--- src/rtl/dmem_resp.sv ---
`default_nettype none
// ============================================================================
// Module      : dmem_resp
// Description : Data-memory responder on the target side of the core's
//               load/store port. Accepts one request at a time through a
//               valid/ready handshake, inserts WAIT_CYCLES wait states, then
//               commits a byte/half/word store or returns a lane-aligned,
//               sign- or zero-extended load result with a one-cycle strobe.
// Ports       : clk, reset (async, active-high)
//               req_valid/req_ready handshake; req_we, req_addr, req_wdata,
//               req_size (00 byte, 01 half, 1x word), req_unsigned
//               rsp_valid (1-cycle strobe), rsp_rdata (held), rsp_err
// Parameters  : DEPTH_WORDS (power of two, >= 4), WAIT_CYCLES (0..15)
// Options     : `define DMEM_RESP_MISALIGN_ERR_EN to flag misaligned half/word
//               accesses (no write, rdata=0, rsp_err=1). Undefined: low
//               address bits below the access size are ignored, rsp_err=0.
// Revision    : 1.0 - initial release
// ============================================================================
module dmem_resp #(
   parameter int DEPTH_WORDS = 64,
   parameter int WAIT_CYCLES = 2
) (
   input  logic        clk,
   input  logic        reset,
   input  logic        req_valid,
   output logic        req_ready,
   input  logic        req_we,
   input  logic [31:0] req_addr,
   input  logic [31:0] req_wdata,
   input  logic [1:0]  req_size,
   input  logic        req_unsigned,
   output logic        rsp_valid,
   output logic [31:0] rsp_rdata,
   output logic        rsp_err
);

   localparam int         c_AW        = $clog2(DEPTH_WORDS);
   localparam logic [3:0] c_WAIT_INIT = (WAIT_CYCLES == 0) ? 4'd0 : 4'(WAIT_CYCLES - 1);

   typedef enum logic [1:0] {
      S_IDLE = 2'd0,
      S_WAIT = 2'd1,
      S_RESP = 2'd2
   } state_t;

   state_t            state_q, state_d;
   logic [3:0]        cnt_q, cnt_d;
   logic              we_q;
   logic [c_AW+1:0]   addr_q;
   logic [31:0]       wdata_q;
   logic [1:0]        size_q;
   logic              uns_q;
   logic [31:0]       rdata_q, rdata_d;
   logic              err_q;
   logic [31:0]       mem_q [DEPTH_WORDS];

   logic              w_enter_resp;
   logic              w_from_req;
   logic              w_we;
   logic [c_AW+1:0]   w_addr;
   logic [31:0]       w_wdata;
   logic [1:0]        w_size;
   logic              w_uns;
   logic              w_mis;
   logic [c_AW-1:0]   w_idx;
   logic [3:0]        w_be;
   logic [31:0]       w_wdat;
   logic [31:0]       w_word;
   logic [7:0]        w_byte;
   logic [15:0]       w_half;
   logic [31:0]       w_load;
   logic              w_unused_addr;

   // Address bits above the RAM index only alias; they are never decoded.
   assign w_unused_addr = ^req_addr[31:c_AW+2];

   // ---------------------------------------------------------------- FSM
   always_comb begin
      state_d      = state_q;
      cnt_d        = cnt_q;
      w_enter_resp = 1'b0;
      case (state_q)
         S_IDLE: begin
            if (req_valid) begin
               if (WAIT_CYCLES == 0) begin
                  state_d      = S_RESP;
                  w_enter_resp = 1'b1;
               end else begin
                  state_d = S_WAIT;
                  cnt_d   = c_WAIT_INIT;
               end
            end
         end
         S_WAIT: begin
            if (cnt_q == 4'd0) begin
               state_d      = S_RESP;
               w_enter_resp = 1'b1;
            end else begin
               cnt_d = cnt_q - 4'd1;
            end
         end
         S_RESP:  state_d = S_IDLE;
         default: state_d = S_IDLE;
      endcase
   end

   // With zero wait states the access completes on the accept edge itself,
   // so the live request fields are used instead of the latched copy.
   assign w_from_req = (state_q == S_IDLE);
   assign w_we       = w_from_req ? req_we              : we_q;
   assign w_addr     = w_from_req ? req_addr[c_AW+1:0]  : addr_q;
   assign w_wdata    = w_from_req ? req_wdata           : wdata_q;
   assign w_size     = w_from_req ? req_size            : size_q;
   assign w_uns      = w_from_req ? req_unsigned        : uns_q;
   assign w_idx      = w_addr[c_AW+1:2];

`ifdef DMEM_RESP_MISALIGN_ERR_EN
   assign w_mis = ((w_size == 2'b01) && w_addr[0]) ||
                  (w_size[1] && (w_addr[1:0] != 2'b00));
`else
   assign w_mis = 1'b0;
`endif

   // Store lane enables and lane-replicated write data.
   always_comb begin
      w_be   = 4'b1111;
      w_wdat = w_wdata;
      case (w_size)
         2'b00: begin
            w_be   = 4'b0001 << w_addr[1:0];
            w_wdat = {4{w_wdata[7:0]}};
         end
         2'b01: begin
            w_be   = w_addr[1] ? 4'b1100 : 4'b0011;
            w_wdat = {2{w_wdata[15:0]}};
         end
         default: begin
            w_be   = 4'b1111;
            w_wdat = w_wdata;
         end
      endcase
   end

   // Load lane selection and extension.
   assign w_word = mem_q[w_idx];
   assign w_half = w_addr[1] ? w_word[31:16] : w_word[15:0];

   always_comb begin
      w_byte = w_word[7:0];
      case (w_addr[1:0])
         2'b00:   w_byte = w_word[7:0];
         2'b01:   w_byte = w_word[15:8];
         2'b10:   w_byte = w_word[23:16];
         default: w_byte = w_word[31:24];
      endcase
   end

   always_comb begin
      w_load = w_word;
      case (w_size)
         2'b00:   w_load = w_uns ? {24'd0, w_byte} : {{24{w_byte[7]}}, w_byte};
         2'b01:   w_load = w_uns ? {16'd0, w_half} : {{16{w_half[15]}}, w_half};
         default: w_load = w_word;
      endcase
      rdata_d = (w_we || w_mis) ? 32'd0 : w_load;
   end

   // ------------------------------------------------------- state register
   always_ff @(posedge clk or posedge reset) begin
      if (reset) begin
         state_q <= S_IDLE;
         cnt_q   <= 4'd0;
         we_q    <= 1'b0;
         addr_q  <= '0;
         wdata_q <= 32'd0;
         size_q  <= 2'b00;
         uns_q   <= 1'b0;
         rdata_q <= 32'd0;
         err_q   <= 1'b0;
      end else begin
         state_q <= state_d;
         cnt_q   <= cnt_d;
         if (w_from_req && req_valid) begin
            we_q    <= req_we;
            addr_q  <= req_addr[c_AW+1:0];
            wdata_q <= req_wdata;
            size_q  <= req_size;
            uns_q   <= req_unsigned;
         end
         if (w_enter_resp) begin
            rdata_q <= rdata_d;
            err_q   <= w_mis;
         end
      end
   end

   // RAM is not reset; a store only commits on the edge entering RESP, so a
   // reset during WAIT drops it before it reaches the array.
   always_ff @(posedge clk) begin
      if (w_enter_resp && w_we && !w_mis) begin
         for (int b = 0; b < 4; b++) begin
            if (w_be[b]) mem_q[w_idx][b*8 +: 8] <= w_wdat[b*8 +: 8];
         end
      end
   end

   assign req_ready = (state_q == S_IDLE);
   assign rsp_valid = (state_q == S_RESP);
   assign rsp_rdata = rdata_q;
   assign rsp_err   = err_q;

endmodule
`default_nettype wire

--- config.mk ---
export PLATFORM = sky130hd
export DESIGN_NAME = dmem_resp
export DESIGN_NICKNAME = d
export VERILOG_FILES = /design/src/rtl/dmem_resp.sv
export SDC_FILE = /design/constraint.sdc
export NUM_CORES = 2
export LEC_CHECK = 0
export BUFFER_PORTS_ARGS = -buffer_cell sky130_fd_sc_hd__buf_2
export CORE_UTILIZATION = 56
export DETAILED_ROUTE_END_ITERATION = 16
export GPL_ROUTABILITY_DRIVEN = 0
export PLACE_DENSITY = 0.75
export SLEW_MARGIN = 20
export SYNTH_ARGS = -nofsm -noshare
export SYNTH_HDL_FRONTEND = slang
export SYNTH_SLANG_ARGS = --single-unit
--- constraint.sdc ---
create_clock -name clk -period 6.6 [get_ports clk]
set_input_delay 0.66 -clock clk [delete_from_list [all_inputs] [get_ports clk]]
set_output_delay 0.66 -clock clk [all_outputs]
set_load 0.005 [all_outputs]
==> flow_summary.toml <==
[run_status]
run_status = "complete, no violations"

[synth]
yosysUniqueCellTypes = 86
synth.top_cell.area_share_pct = 75.0
ys_warn_count = 0
yosys.area.top_type = "edfxtp_1"
synthFlopType = "edfxtp_1"
ys_seq_area_share_pct = 77.5
synth_fp_nets = 5440
synth_area_um2 = 82000
yosys-top-cells-area = "edfxtp_1 75%, o22ai_1 5.0%, dfrtp_1 2.5%"
synth_edf_count = 2048
syn_inst = 5367
ys_ff_latch = 2130
synth.avg_cell_area_um2 = 15.3
postSynth.asyncResetShare_pct = 3.85

[clock_network]
htreeDepth = 4
insertion_delay_ns = 0.85
cts_tree = "done"
clk_pin_slew_ns = 0.06
numCtsBuffers = 197
clock-sinks = 2130
clk_path_buf_depth = 3
cts_root_buffer = "clkbuf_16"

[floorplan]
num_io_pins = 106
core.rowCount = 140
die_y_um = 385
coreArea_um2 = 146000
die_x_um = 385
start_util_pct = 56.3
dieArea_um2 = 148000

[sta]
finalSetupTns_ns = 0
slew-limit-headroom_pct = 12.9
finClkSkew_ns = 0.0372
worst_slew_pin_slew_ns = 1.31
max_clock_freq_ghz = 0.165
slew_violations = 0
period_share_pct = 91.9
period_minus_slack_ns = 6.06
setup_viol = 0
rsz0062_at_grt = "false"
hold_viol_final = 0

[cells_and_area]
register_area_um2 = 63600
fin_area_um2 = 93500
nFillCells = 9553
syn_to_final_growth_pct = 14.0
num-nets-final = 5707
multi_input_area_um2 = 17300
drive_above_1_share_pct = 15.6

[grt]
grt_usage_pct = 35.7
first_global_vias = 53800
grt_max_degree = 79
antenna_found_initial = 18
overflow = 0
grt_first_pass_wirelength_um = 377000

[hold_path]
hp-start = "req_wdata[3]"
hp-class = "in -> reg"
min_to = "wdata_q[3]"
hold_depth = 2

[pwr]
powerDensity_nw_per_um2 = 549
seqPwrFrac_pct = 37.3
comb_power_share_pct = 40.3
ir_drop_uv = 583
swShare_pct = 41.4
p_int_mw = 30.1
clkPwrFrac_pct = 22.4
p_sw_mw = 21.3
p_leak_nw = 30.1

[routing]
drc = 0
wl_met2_um = 117000
drtIter0Drc = 9961
wirelength_um = 268000
wire_per_inst_um = 34.6
met3_length_um = 44200
drt_pre_antenna_iters = 10
via_per_inst = 7.28
ant_nets = 0
highest_layer = "met5"
wl_met1_um = 85800
vias = 56300

[flow_run]
cap_violations = 0

[place]
dp_hpwl_um = 163000
dpl_cell_area_um2 = 86900
portBuffers = 80

[setup_path]
reg2reg_from = "state_q[0]"
r2r_setup_slack_ns = 0.54
startpoint_type = "flip-flop"
critPathSlowestCell = "a31oi_4"
critical_path_arrival_ns = 6.80
crit_type = "reg -> reg"
cp.required_ns = 7.34
slowest_delay_ns = 1.02
timing.rr.end = "rsp_rdata[6]"
path_cells = "or2_2, clkinv_2, a31oi_4, buf_4, o22ai_1, a32o_1, a221oi_1, nand3_1, nor4b_1, mux2i_1, o221a_2, o21ai_1"
crit_path_end_kind = "flip-flop"
ff2ff_path_depth = 12
cp_max_fo = 20
[worst max path at each step]
stage                     startpoint            to  cells past startpoint
after floorplan           state_q[0]  mem_q[0][20]                     13
after global placement    state_q[0]  rsp_rdata[6]                     12
after detailed placement  state_q[0]  rsp_rdata[6]                     12
after CTS                 state_q[0]  rsp_rdata[6]                     12
after global routing      state_q[0]  rsp_rdata[6]                     12
final                     state_q[0]  rsp_rdata[6]                     12
[synthesized netlist by cell type, drive strengths merged (10+ instances only)]
cell type and count:
a211oi 32, a21oi 190, a221oi 15, a22oi 37, a31oi 72, a32o 24, a32oi 52, and2 13
and3 23, buf 223, clkbuf 181, dfrtp 82, edfxtp 2048, inv 18, mux2 49, mux2i 94
nand2 496, nand3 105, nand4 20, nor2 215, nor2b 13, nor3 264, nor4 51, o2111ai 10
o211ai 38, o21ai 126, o221ai 79, o22a 18, o22ai 657, o41ai 10
[per-layer routing]
layer / GRT usage (%) / vias up
met2: 52.1 / 5647
li1: - / 22200
met4: 23.8 / 12
met3: 12.2 / 1168
met1: 45.6 / 27300
met5: 0.162 / -
[power groups by stage]
stage,clock (mW),sequential [mW],combinational [mW]
4_1_cts,11.5,19.1,19.4
2_1_floorplan,0,19.6,9.63
3_3_place_gp,0,19.4,18.8
6_report,11.5,19.1,20.7
5_1_grt,12.0,19.1,20.6
3_5_place_dp,0,19.4,19.3
[timing repair]
action / in CTS / in global routing
buffers inserted: 0 / 0
resized for setup: 0 / 0
endpoints found under the hold margin: 23 / 0
hold buffers: 1 / 0
[placed cells by master, fill, tap and decap left out, types with 48 or more instances in the layout]
cell type,n
nor4_1,48
a32oi_1,52
o221ai_1,78
nand3_1,102
clkbuf_16,203
mux2_2,49
nand2_1,487
a21oi_1,176
nor2_1,205
mux2i_1,82
buf_4,365
nor3_1,258
o22ai_1,656
clkinv_1,60
a31oi_1,62
edfxtp_1,2048
dfrtp_1,82
buf_2,80
o21ai_0,115
[flip-flops by register name (all words and copies together), names as in the netlist]
register	flops
addr_q	8
cnt_q	4
mem_q	2048
rsp_rdata	32
size_q	2
state_q	2
uns_q	1
wdata_q	32
we_q	1
[critical path, delay by kind of cell, from the launching register on]
kind | cells | cell delay [ns]
simple gates | 3 | 1.87
mux | 1 | 0.34
flops | 1 | 0.34
compound gates | 6 | 2.48
buf+inv | 2 | 0.93
[cell type report]
cell class | instances | area share (%)
Multi-Input combinational cell | 2814 | 18.5
Tap cell | 1917 | 2.57
Clock inverter | 120 | 1.34
Inverter | 19 | 0.0803
Sequential cell | 2130 | 68.0
Clock buffer | 241 | 5.59
Antenna cell | 17 | 0.0455
Timing Repair Buffer | 472 | 3.93
[kinds of logic (layout without fill, tap and decap cells)]
| logic type | count (synthesis) | after routing | synth area share [%] |
|---|---|---|---|
| flip-flops | 2130 | 2130 | 77.5 |
| AO/OA/AOI/OAI | 1424 | 1424 | 11.5 |
| AND/OR/NAND/NOR | 1242 | 1242 | 6.84 |
| buffers and inverters | 423 | 852 | 2.21 |
| multiplexers | 143 | 143 | 1.86 |
| adder cells (fa/ha/maj) | 2 | 2 | 0.0305 |
| XOR/XNOR | 2 | 2 | 0.0214 |
| other | 1 | 18 | 0.00457 |
[stage by stage]
step / hold WS (ns) / setup slack (ns) / std cells / utilization [%] / power (mW)
after floorplan: 0.473 / 0.842 / 5367 / - / 29.2
after global placement: 0.488 / 1.15 / 7350 / 59.7 / 38.2
after detailed placement: 0.492 / 0.973 / 7350 / 59.7 / 38.7
after CTS: 0.0459 / 0.939 / 7712 / 64.2 / 50.0
after global routing: 0.0802 / 0.684 / 7718 / 64.2 / 51.8
final: 0.0794 / 0.536 / 7730 / 64.2 / 51.4
Note: power is estimated with default switching activity, not from simulation.
